## src/rtl/branch_redirect_ctrl_if.sv

```systemverilog
// EX-stage branch / pipeline-control bundle between the branch logic and the redirect controller.
// The master drives the branch result and stall; the slave (controller) drives redirect and flushes.
interface branch_redirect_ctrl_if #(
    parameter int PC_W = 16
) ();
    logic            ex_branch;
    logic            ex_taken;
    logic [PC_W-1:0] ex_target;
    logic            pipe_stall;
    logic            pc_redirect;
    logic [PC_W-1:0] redirect_pc;
    logic            flush_if;
    logic            flush_id;
    logic            busy;

    modport master (
        output ex_branch, ex_taken, ex_target, pipe_stall,
        input  pc_redirect, redirect_pc, flush_if, flush_id, busy
    );

    modport slave (
        input  ex_branch, ex_taken, ex_target, pipe_stall,
        output pc_redirect, redirect_pc, flush_if, flush_id, busy
    );
endinterface

```

## src/rtl/branch_redirect_ctrl.sv

```systemverilog
// Taken-branch sequencer: one-cycle PC redirect, then FLUSH_CYCLES advancing cycles of IF/ID + ID/EX squash.
// Latency 1 cycle from resolution to redirect; stalls defer the redirect (HOLD) and stretch the flush.
// Optional BRANCH_PERF_CNT_EN adds branch / taken-branch counters with a synchronous clear.
module branch_redirect_ctrl #(
    parameter int PC_W         = 16,
    parameter int FLUSH_CYCLES = 2
) (
    input  logic                  clk,
    input  logic                  rst_n,
    branch_redirect_ctrl_if.slave bus
`ifdef BRANCH_PERF_CNT_EN
    ,
    input  logic                  perf_clr,
    output logic [15:0]           br_count,
    output logic [15:0]           taken_count
`endif
);

    if (FLUSH_CYCLES < 1 || FLUSH_CYCLES > 7) begin : g_bad_flush_cycles
        $error("branch_redirect_ctrl: FLUSH_CYCLES must be in 1..7");
    end

    localparam logic [2:0] FLUSH_LOAD = 3'(FLUSH_CYCLES);

    typedef enum logic [1:0] {
        IDLE  = 2'd0,
        HOLD  = 2'd1,
        FLUSH = 2'd2
    } state_t;

    state_t          state_q;
    logic [2:0]      cnt_q;
    logic [PC_W-1:0] tgt_q;
    logic            pc_redirect_q;
    logic            flush_q;
    logic            busy_q;
    logic            trigger;

    assign trigger = (state_q == IDLE) && bus.ex_branch && bus.ex_taken;

    always_ff @(posedge clk or negedge rst_n) begin
        if (!rst_n) begin
            state_q       <= IDLE;
            cnt_q         <= 3'd0;
            tgt_q         <= '0;
            pc_redirect_q <= 1'b0;
            flush_q       <= 1'b0;
            busy_q        <= 1'b0;
        end else begin
            pc_redirect_q <= 1'b0;
            unique case (state_q)
                IDLE: begin
                    if (trigger) begin
                        tgt_q  <= bus.ex_target;
                        busy_q <= 1'b1;
                        if (bus.pipe_stall) begin
                            state_q <= HOLD;
                        end else begin
                            state_q       <= FLUSH;
                            pc_redirect_q <= 1'b1;
                            flush_q       <= 1'b1;
                            cnt_q         <= FLUSH_LOAD;
                        end
                    end
                end
                HOLD: begin
                    // Target already latched; EX contents are frozen garbage until the stall lifts.
                    if (!bus.pipe_stall) begin
                        state_q       <= FLUSH;
                        pc_redirect_q <= 1'b1;
                        flush_q       <= 1'b1;
                        cnt_q         <= FLUSH_LOAD;
                    end
                end
                FLUSH: begin
                    if (!bus.pipe_stall) begin
                        if (cnt_q == 3'd1) begin
                            state_q <= IDLE;
                            flush_q <= 1'b0;
                            busy_q  <= 1'b0;
                            cnt_q   <= 3'd0;
                        end else begin
                            cnt_q <= cnt_q - 3'd1;
                        end
                    end
                end
                default: begin
                    state_q <= IDLE;
                    flush_q <= 1'b0;
                    busy_q  <= 1'b0;
                    cnt_q   <= 3'd0;
                end
            endcase
        end
    end

    assign bus.pc_redirect = pc_redirect_q;
    assign bus.redirect_pc = tgt_q;
    assign bus.flush_if    = flush_q;
    assign bus.flush_id    = flush_q;
    assign bus.busy        = busy_q;

`ifdef BRANCH_PERF_CNT_EN
    logic [15:0] br_count_q;
    logic [15:0] taken_count_q;

    always_ff @(posedge clk or negedge rst_n) begin
        if (!rst_n) begin
            br_count_q    <= 16'd0;
            taken_count_q <= 16'd0;
        end else if (perf_clr) begin
            br_count_q    <= 16'd0;
            taken_count_q <= 16'd0;
        end else begin
            if ((state_q == IDLE) && bus.ex_branch && !bus.pipe_stall) begin
                br_count_q <= br_count_q + 16'd1;
            end
            if (trigger) begin
                taken_count_q <= taken_count_q + 16'd1;
            end
        end
    end

    assign br_count    = br_count_q;
    assign taken_count = taken_count_q;
`else
    // Performance counters not built.
`endif

endmodule

```

## src/flat_wrapper.sv

```systemverilog
// flat-port wrapper written by rule: the top's interface ports become plain ports
module branch_redirect_ctrl_flat 
#(
    parameter int PC_W         = 16,
    parameter int FLUSH_CYCLES = 2
)
  (clk, rst_n, bus_ex_branch, bus_ex_taken, bus_ex_target, bus_pipe_stall, bus_pc_redirect, bus_redirect_pc, bus_flush_if, bus_flush_id, bus_busy);
  branch_redirect_ctrl_if #(.PC_W(PC_W)) bus_i ();
  input  logic clk;
  input  logic rst_n;
  input wire logic [$bits(bus_i.ex_branch)-1:0] bus_ex_branch;
  input wire logic [$bits(bus_i.ex_taken)-1:0] bus_ex_taken;
  input wire logic [$bits(bus_i.ex_target)-1:0] bus_ex_target;
  input wire logic [$bits(bus_i.pipe_stall)-1:0] bus_pipe_stall;
  output wire logic [$bits(bus_i.pc_redirect)-1:0] bus_pc_redirect;
  output wire logic [$bits(bus_i.redirect_pc)-1:0] bus_redirect_pc;
  output wire logic [$bits(bus_i.flush_if)-1:0] bus_flush_if;
  output wire logic [$bits(bus_i.flush_id)-1:0] bus_flush_id;
  output wire logic [$bits(bus_i.busy)-1:0] bus_busy;
  assign bus_i.ex_branch = bus_ex_branch;
  assign bus_i.ex_taken = bus_ex_taken;
  assign bus_i.ex_target = bus_ex_target;
  assign bus_i.pipe_stall = bus_pipe_stall;
  assign bus_pc_redirect = bus_i.pc_redirect;
  assign bus_redirect_pc = bus_i.redirect_pc;
  assign bus_flush_if = bus_i.flush_if;
  assign bus_flush_id = bus_i.flush_id;
  assign bus_busy = bus_i.busy;
  branch_redirect_ctrl #(.PC_W(PC_W), .FLUSH_CYCLES(FLUSH_CYCLES)) u_core (.clk(clk), .rst_n(rst_n), .bus(bus_i));
endmodule
```

## config.mk

```make
export PLATFORM = sky130hd
export DESIGN_NAME = branch_redirect_ctrl_flat
export DESIGN_NICKNAME = d
export VERILOG_FILES = /design/src/rtl/branch_redirect_ctrl_if.sv /design/src/rtl/branch_redirect_ctrl.sv /design/src/flat_wrapper.sv
export SDC_FILE = /design/constraint.sdc
export NUM_CORES = 1
export LEC_CHECK = 0
export ABC_CLOCK_PERIOD_IN_PS = 2950
export CELL_PAD_IN_SITES_DETAIL_PLACEMENT = 1
export CELL_PAD_IN_SITES_GLOBAL_PLACEMENT = 1
export CORE_AREA = 2 2 58 60
export CTS_CLUSTER_DIAMETER = 60
export DETAILED_ROUTE_END_ITERATION = 12
export DIE_AREA = 0 0 60 62
export PLACE_DENSITY = 0.85
export SYNTH_ARGS = -nofsm -noshare
export SYNTH_HDL_FRONTEND = slang
export SYNTH_SLANG_ARGS = --single-unit
```

## constraint.sdc

```tcl
create_clock -name clk -period 2.95 [get_ports clk]
set_input_delay 0.59 -clock clk [delete_from_list [all_inputs] [get_ports clk]]
set_output_delay 0.59 -clock clk [all_outputs]
set_load 0.02 [all_outputs]
```

==> out/metrics.cfg <==
[status]
status=completed

[global_routing]
grt_pass1_vias=789
grt_start_max_net_pins=25
antenna_found_initial=0
grt_pass1_wl_um=3926
grt_overflow_total=0
track_usage_pct=14.89

[detailed_routing]
ant_nets=0
drt_iter0_drc=19
avgRoutedWirePerCell_um=15.25
post_drt_via_cell_ratio=4.531
dr.pass1.iters=4
vias=734
drcViolationCount=0
drt_wl_total_um=2470

[placement]
dpl.cell_count=158
place_area_mm2=0.001510
io_buffers=40
gp_congestion=0.7967
hpwl_um=1907

[worst_setup_path]
cp.required_ns=3.16
path_max_fanout=10
r2r_slack_ns=1.32
r2r-end=u_core.bus.redirect_pc[10]
crit_slowest_cell=clkdlybuf4s50_1
startpoint=bus_ex_taken
cp-start-kind=input pin
endpoint_kind=flip-flop
cp_top_family=buffers and inverters
crit_type=input pin to flip-flop
rr_worst_depth=3
critPathMaxStageDelay_ns=0.50
worstReg2RegStart=u_core.state_q[0]
endpoint=u_core.bus.redirect_pc[10]
path_buf_inv=2
crit_chain=clkdlybuf4s50_1 > nand2_1 > nor3_4 > buf_4 > mux2_4
crit_cells=5
critical_path_arrival_ns=2.16

[clock_network]
htreeDepth=1
cts-root-buf=clkbuf_4
cts.path.max_buffers=2
post_cts_buffers=0
clkLatencyLatePin_ns=0.31
hold_buffers=0
cts_tree=done
cts.sinks=24
cts_buffers=3
clkTransAtPathRegs_ns=0.13
post_cts_resized=0

[pwr]
pwr-share-comb_pct=51.3
peakVddDrop_mv=0.3803
p_leak_nw=0.6550
share_seq_of_total_power_pct=37.6
clkPwrFrac_pct=11.1
power_density_mw_per_mm2=1017
p_int_mw=1.009
power_switching_mw=0.5630
swShare_pct=35.80

[floorplanning]
die_area_mm2=0.003720
io_pins=41
num_rows=21
fp.dieH_um=62
die_w_um=60
core_area_mm2=0.003179
start_util_pct=33.84

[timing]
period_minus_slack_ns=1.944
rsz0062_at_grt=false
finalSetupViolations=0
fin_crit_sh_pct=65.88
setup_tns_ns=0
finalClockSkew_ns=0.001706
worstMarginPinSlew_ns=0.3839
finalHoldViolations=0
slew_violations=0
fmax_mhz=514.5
slew_headroom_pct=74.32

[synthesis]
ys_seq_area_share_pct=55.81
synth_flop_cell=dfrtp_1
synth-edff-count=0
synth-seq-cells=24
syn_nets=96
synthArstFlopShare_pct=100.0
synthCells=73
syn_area_mm2=0.001076
synth_warnings=0
syn_avg_cell_area_um2=14.74
ys_types=27

[layout]
nets=140
drive_above_1_share_pct=24.14
area_growth_pct=43.72
multi_input_area_um2=425.4
final_cell_mix=40 x clkdlybuf4s50_1, 24 x dfrtp_1, 10 x mux2_4
final_cells=162
fillers=326
seqCellArea_um2=600.6
antenna_cells=0
final_common_cell=clkdlybuf4s50_1
final_area_mm2=0.001546

[worst_hold_path]
hp-class=flip-flop to flip-flop

[flow_run]
cap_violations=0

-- power groups by stage --
| stage | Sequential (mW) | Combinational (mW) | Clock, mW |
|---|---|---|---|
| floorplan | 0.726 | 0.334 | 0 |
| global placement | 0.592 | 0.784 | 0 |
| detailed placement | 0.603 | 0.815 | 0 |
| CTS | 0.596 | 0.819 | 0.183 |
| global route | 0.616 | 0.864 | 0.203 |
| finish | 0.592 | 0.806 | 0.174 |
-- cell families (layout without fill, tap and decap cells) --
kind of cell / Yosys count / in the layout / share of synthesized area (%)
fa+ha+maj: 2 / 2 / 2.325
mux: 18 / 18 / 22.21
compound gates: 10 / 10 / 6.861
buf+inv: 6 / 49 / 4.651
simple gates: 13 / 13 / 8.140
flops: 24 / 24 / 55.81
-- layout make-up --
class,count,area share [%]
well taps,46,3.722
inverters,3,0.7282
flip-flops and latches,24,38.84
clock buffers,4,2.346
repair buffers,42,26.86
multi-input cells,43,27.51
-- per-stage QoR --
step	util [%]	hold WS, ns	worst slack [ns]	total power, mW
floorplan	-	0.2944	1.394	1.060
global placement	47.50	0.4889	0.7183	1.376
detailed placement	47.50	0.4997	0.6432	1.419
CTS	48.64	0.5312	0.9919	1.599
global route	48.64	0.5429	0.9295	1.683
finish	48.64	0.5231	1.007	1.572
-- flip-flops by register name, summed over array words and instances, names as in the netlist --
register,flops
u_core.bus.busy,1
u_core.bus.flush_id,1
u_core.bus.pc_redirect,1
u_core.bus.redirect_pc,16
u_core.cnt_q,3
u_core.state_q,2
-- Yosys cell counts (2+ instances only) --
library cell	n	area [um^2]
dfrtp_1	24	600.6
ha_1	2	25.02
inv_1	3	11.26
mux2_2	7	78.83
mux2_4	10	150.1
nand3_1	3	15.01
nor2_1	2	7.510
o21ai_0	2	10.01
or3b_2	2	17.52
-- worst reg2reg max path, delay by kind of cell (launching register included) --
family                 cells  cell delay, ns
buffers and inverters      1            0.30
and+or+nand+nor            1            0.41
DFF                        1            0.50
muxes                      1            0.32
-- metal layers --
metal / part of all wire (%) / GRT usage (%) / vias to the layer above
li1: - / - / 342
met1: 42 / 18.85 / 370
met2: 54 / 25.62 / 20
met3: 3.7 / 2.484 / 2
met4: 1.1 / 5.714 / 0
met5: 0 / 0 / -
-- worst min-delay path by stage --
stage                                    start                          to  slack [ns]  depth (start not counted)
global placement               u_core.cnt_q[1]             u_core.cnt_q[1]        0.49                          1
global route        u_core.bus.redirect_pc[10]  u_core.bus.redirect_pc[10]        0.54                          1
floorplan                                rst_n             u_core.bus.busy        0.29                          0
CTS                  u_core.bus.redirect_pc[5]   u_core.bus.redirect_pc[5]        0.53                          1
detailed placement   u_core.bus.redirect_pc[5]   u_core.bus.redirect_pc[5]        0.50                          1
finish               u_core.bus.redirect_pc[5]   u_core.bus.redirect_pc[5]        0.52                          1
Note: power is estimated with default switching activity, not from simulation.
